### config.mk
export PLATFORM = sky130hd
export DESIGN_NAME = hazard_scoreboard
export DESIGN_NICKNAME = d
export VERILOG_FILES = /design/src/rtl/hazard_scoreboard.sv
export SDC_FILE = /design/constraint.sdc
export NUM_CORES = 1
export LEC_CHECK = 0
export ABC_AREA = 1
export CORE_MARGIN = 2
export CORE_UTILIZATION = 47
export DETAILED_ROUTE_END_ITERATION = 10
export PLACE_DENSITY = 0.77
export SETUP_SLACK_MARGIN = 0.3
export SYNTH_ARGS = -nofsm -noshare
export SYNTH_HDL_FRONTEND = slang
export SYNTH_SLANG_ARGS = --single-unit
### constraint.sdc
create_clock -name clk -period 1.7 [get_ports clk]
set_clock_uncertainty 0.2 [all_clocks]
set_input_delay 0.255 -clock clk [delete_from_list [all_inputs] [get_ports clk]]
set_output_delay 0.255 -clock clk [all_outputs]
set_load 0.03 [all_outputs]
### src/rtl/hazard_scoreboard.sv
// RAW hazard scoreboard: tracks in-flight destinations from issue to writeback and drives stall/bubble.
// Define FWD_EN to enable operand forwarding (stalls only for load-use); default build stalls until writeback.
module hazard_scoreboard #(
  parameter int REG_AW     = 4,
  parameter int NUM_SRC    = 2,
  parameter int DEPTH      = 3,
  parameter int LOAD_STAGE = 2,
  parameter int CNT_W      = 16
) (
  input  logic                        clk,
  input  logic                        reset,
  input  logic                        id_valid,
  input  logic [NUM_SRC*REG_AW-1:0]   id_src_addr,
  input  logic [NUM_SRC-1:0]          id_src_en,
  input  logic [REG_AW-1:0]           id_dst_addr,
  input  logic                        id_dst_we,
  input  logic                        id_is_load,
  input  logic                        flush,
  output logic                        stall,
  output logic                        bubble,
  output logic [NUM_SRC*3-1:0]        fwd_sel,
  output logic                        sb_busy,
  output logic [CNT_W-1:0]            stall_cnt
);

  logic [DEPTH:1]    v_q, we_q, ld_q;
  logic [REG_AW-1:0] dst_q [1:DEPTH];
  logic [CNT_W-1:0]  cnt_q;

  logic [NUM_SRC-1:0] src_stall;
  logic               issue;

`ifdef FWD_EN
  logic [NUM_SRC*3-1:0] fwd_k;
`else
  logic unused_ld;
  assign unused_ld = ^ld_q;
`endif

  // Scan from oldest to youngest so the youngest matching producer overwrites older ones.
  always_comb begin
    src_stall = '0;
`ifdef FWD_EN
    fwd_k = '0;
`endif
    for (int i = 0; i < NUM_SRC; i++) begin
      for (int k = DEPTH; k >= 1; k--) begin
        if (id_valid && id_src_en[i] && v_q[k] && we_q[k] &&
            (dst_q[k] == id_src_addr[i*REG_AW +: REG_AW])) begin
`ifdef FWD_EN
          fwd_k[i*3 +: 3] = 3'(k);
          src_stall[i]    = ld_q[k] && (k < LOAD_STAGE);
`else
          src_stall[i]    = 1'b1;
`endif
        end
      end
    end
  end

  assign stall   = !reset && !flush && (|src_stall);
  assign bubble  = !reset && (stall || (flush && id_valid));
  assign sb_busy = !reset && (|(v_q & we_q));
  assign issue   = id_valid && !stall && !flush;

`ifdef FWD_EN
  assign fwd_sel = (reset || stall) ? '0 : fwd_k;
`else
  assign fwd_sel = '0;
`endif

  assign stall_cnt = cnt_q;

  // Entries shift one stage per cycle; a flush kills the instruction leaving stage 1.
  always_ff @(posedge clk) begin
    if (reset) begin
      v_q   <= '0;
      we_q  <= '0;
      ld_q  <= '0;
      cnt_q <= '0;
      for (int k = 1; k <= DEPTH; k++) begin
        dst_q[k] <= '0;
      end
    end else begin
      v_q[1]   <= issue;
      we_q[1]  <= issue && id_dst_we;
      ld_q[1]  <= issue && id_is_load;
      dst_q[1] <= issue ? id_dst_addr : '0;
      for (int k = 2; k <= DEPTH; k++) begin
        if (flush && (k == 2)) begin
          v_q[k]   <= 1'b0;
          we_q[k]  <= 1'b0;
          ld_q[k]  <= 1'b0;
          dst_q[k] <= '0;
        end else begin
          v_q[k]   <= v_q[k-1];
          we_q[k]  <= we_q[k-1];
          ld_q[k]  <= ld_q[k-1];
          dst_q[k] <= dst_q[k-1];
        end
      end
      if (stall && (cnt_q != {CNT_W{1'b1}})) begin
        cnt_q <= cnt_q + CNT_W'(1);
      end
    end
  end

endmodule
==> flow_summary.ini <==
[setup_path]
cp_data_arrival_time_ns = 1.61
critPathMaxFanout = 3
r2r_slack_ns = -0.28
reg2reg_depth = 15
critPathRequiredTime_ns = 1.24
r2r-start = dst_q[0][10]
crit_end = bubble
end_kind = output port
crit_start = dst_q[0][10]
r2r-end = stall_cnt[5]
crit_path_start_kind = flop
path_class = reg2out

[power]
p_leak_nw = 1.54
finalPower_w = 0.00168
peakVddDrop_uv = 545
p_per_area_nw_per_um2 = 530

[yosys]
seq_area_frac_synth_pct = 32.6
async_reset_ff_share_pct = 0
synth.most_common_cell = nand2_1
synth_edf_count = 4
synthFlopType = dfxtp_1
yosysUniqueCellTypes = 30
synth_common_cells = nand2_1 (107), inv_1 (74), nor2_1 (56), dfxtp_1 (30), nand3_1 (23)
yosys-top-cells-area = dfxtp_1 (27%), nand2_1 (18%), inv_1 (13%), nor2_1 (9.5%), edfxtp_1 (5.4%)
ys_ff_latch = 34
yosysTopAreaCell = dfxtp_1
synthCells = 362
synth.cell_area_um2 = 2210
ys.warnings.count = 0
syn_avg_cell_area_um2 = 6.11
synth_top_area_share_pct = 27.2

[global_routing]
globalRouteOverflowTotal = 0
gr-usage-all-layers_pct = 21.3
grt_pass1_wl_um = 8870
grt_pass1_vias = 2136
grt_antenna_before_repair = 0
grt_max_degree = 30

[sta]
fin_setup_tns_ns = -4.74
rsz0062_at_grt = yes
period_minus_slack_ns = 2.07
period_share_pct = 122
fmax_mhz = 484
slew_violations = 0
finalHoldViolations = 0
postLayoutSetupSlackWorst_ns = -0.368
setup_violations = 18

[finish]
diodes = 0
nNetsFinal = 455
drive_above_1_share_pct = 34.3
areaGrowthSynthToFinish_pct = 42.9
regArea_um2 = 758
multi_input_area_um2 = 1270
fill_cells = 357

[floorplan]
dieWidth_um = 72.6
die_area_um2 = 5270
rows = 24
io_pins = 45
fp.coreArea_um2 = 4440
initial_utilization_pct = 49.7
die_y_um = 72.6

[run]
max_cap_violations = 0

[placed_design]
routabilityCongestion = 0.879
port_buffers = 37
dp_hpwl_um = 3910
dp_slack_ns = -0.513

[cts]
cts.sinks = 34
cts_tree = built
cts-htree-levels = 2
cts_root_buffer = clkbuf_8
cts.clk_slew.worst_paths_ns = 0.07
postCtsHoldBufs = 0
clk_path_buf_depth = 2
clock_latency_ns = 0.29
cts_buffers = 5

[detailed_routing]
remaining_drc_errors = 0
vias = 2327
drt_iter0_markers = 77
via_per_inst = 4.78
ant_nets = 0
drtPass1Iterations = 6
wirelength_um = 5660
avgRoutedWirePerCell_um = 11.6

[outcome]
violations = negative setup slack
status = finished with violations

[worst_hold_path]
hp-start = we_q[1]
hp-class = reg2reg
where the power goes:
group | internal (W) | switching (W)
combinational | 0.0000963 | 0.000131
sequential | 0.000816 | 0.0000106
clock | 0.000330 | 0.000292
per-stage QoR:
step,std cells,hold WS [ns],area [µm²],util [%]
after global routing,487,0.247,3160,71.1
after floorplan,370,0.167,2350,-
after detailed placement,472,0.216,2920,65.7
after CTS,482,0.224,3010,67.7
final,487,0.220,3160,71.1
after global placement,472,0.208,2920,65.7
worst max-delay path, stage by stage (launching register included):
cell,delay (ns)
edfxtp_1,0.43
inv_2,0.09
nand2_1,0.05
nand2_1,0.07
nor2_1,0.04
nand3_1,0.09
nand2_2,0.07
nor2_4,0.12
nand2_4,0.08
nand2_8,0.09
nand2_8,0.05
buf_6,0.14
worst min-delay path by stage:
stage	cells after the start	endpoint	slack (ns)
after floorplan	2	dst_q[0][4]	0.17
after global placement	2	v_q[3]	0.21
after detailed placement	2	v_q[2]	0.22
after CTS	2	v_q[3]	0.22
after global routing	2	v_q[2]	0.25
final	2	we_q[2]	0.22
per-layer routing:
layer  vias to the layer above  track usage, %  wire, µm
met2                        55            38.6      2840
met4                         0            5.35        67
met5                         -               0         0
li1                       1208               -         -
met1                      1058            25.1      2480
met3                         6            4.97       266
layout make-up:
| cell class | count | share of cell area (%) |
|---|---|---|
| Multi-Input combinational cell | 240 | 40.4 |
| Inverter | 82 | 10.1 |
| Sequential cell | 34 | 24.0 |
| Clock buffer | 8 | 2.85 |
| Timing Repair Buffer | 71 | 20.7 |
| Tap cell | 52 | 2.06 |
flip-flops by register name (all words and copies together) (netlist names):
name       cells
stall_cnt     16
we_q           3
dst_q         12
v_q            3
cells in the final DEF (no fill, tap or decap), types with 2 or more instances in the layout:
master / count
buf_2: 11
nor2_4: 4
inv_2: 19
clkbuf_4: 2
nor2_2: 13
buf_12: 4
nand3_1: 15
inv_4: 2
inv_1: 59
nand2_1: 95
nand2_2: 12
edfxtp_1: 4
nand3_4: 2
dlygate4sd2_1: 10
xor2_1: 2
clkbuf_16: 2
clkdlybuf4s50_1: 8
conb_1: 10
nand3_2: 8
buf_4: 26
nor2_1: 44
clkbuf_1: 2
nand2_8: 2
nand4_1: 18
clkbuf_8: 6
dfxtp_2: 15
dfxtp_4: 5
buf_6: 7
dfxtp_1: 10
xnor2_1: 6
kinds of logic (layout without fill, tap and decap cells):
logic type	count (synthesis)	in the layout	share of synthesized area, %
AOI/OAI and AO/OA	3	3	0.962
xor gates and xnor gates	8	8	3.17
adders and majority gates	1	1	0.566
buffers and inverters	96	161	18.7
DFF	34	34	32.6
other	2	10	0.340
and+or+nand+nor	218	218	43.6
what timing repair did:
| item | CTS | global route |
|---|---|---|
| setup endpoints to repair | 47 | 31 |
| gates cloned | 0 | 3 |
| gates resized for setup | 109 | 35 |
| setup buffers | 2 | 2 |
| pin swaps | 6 | 11 |
Power figures use the tool's default switching activity.
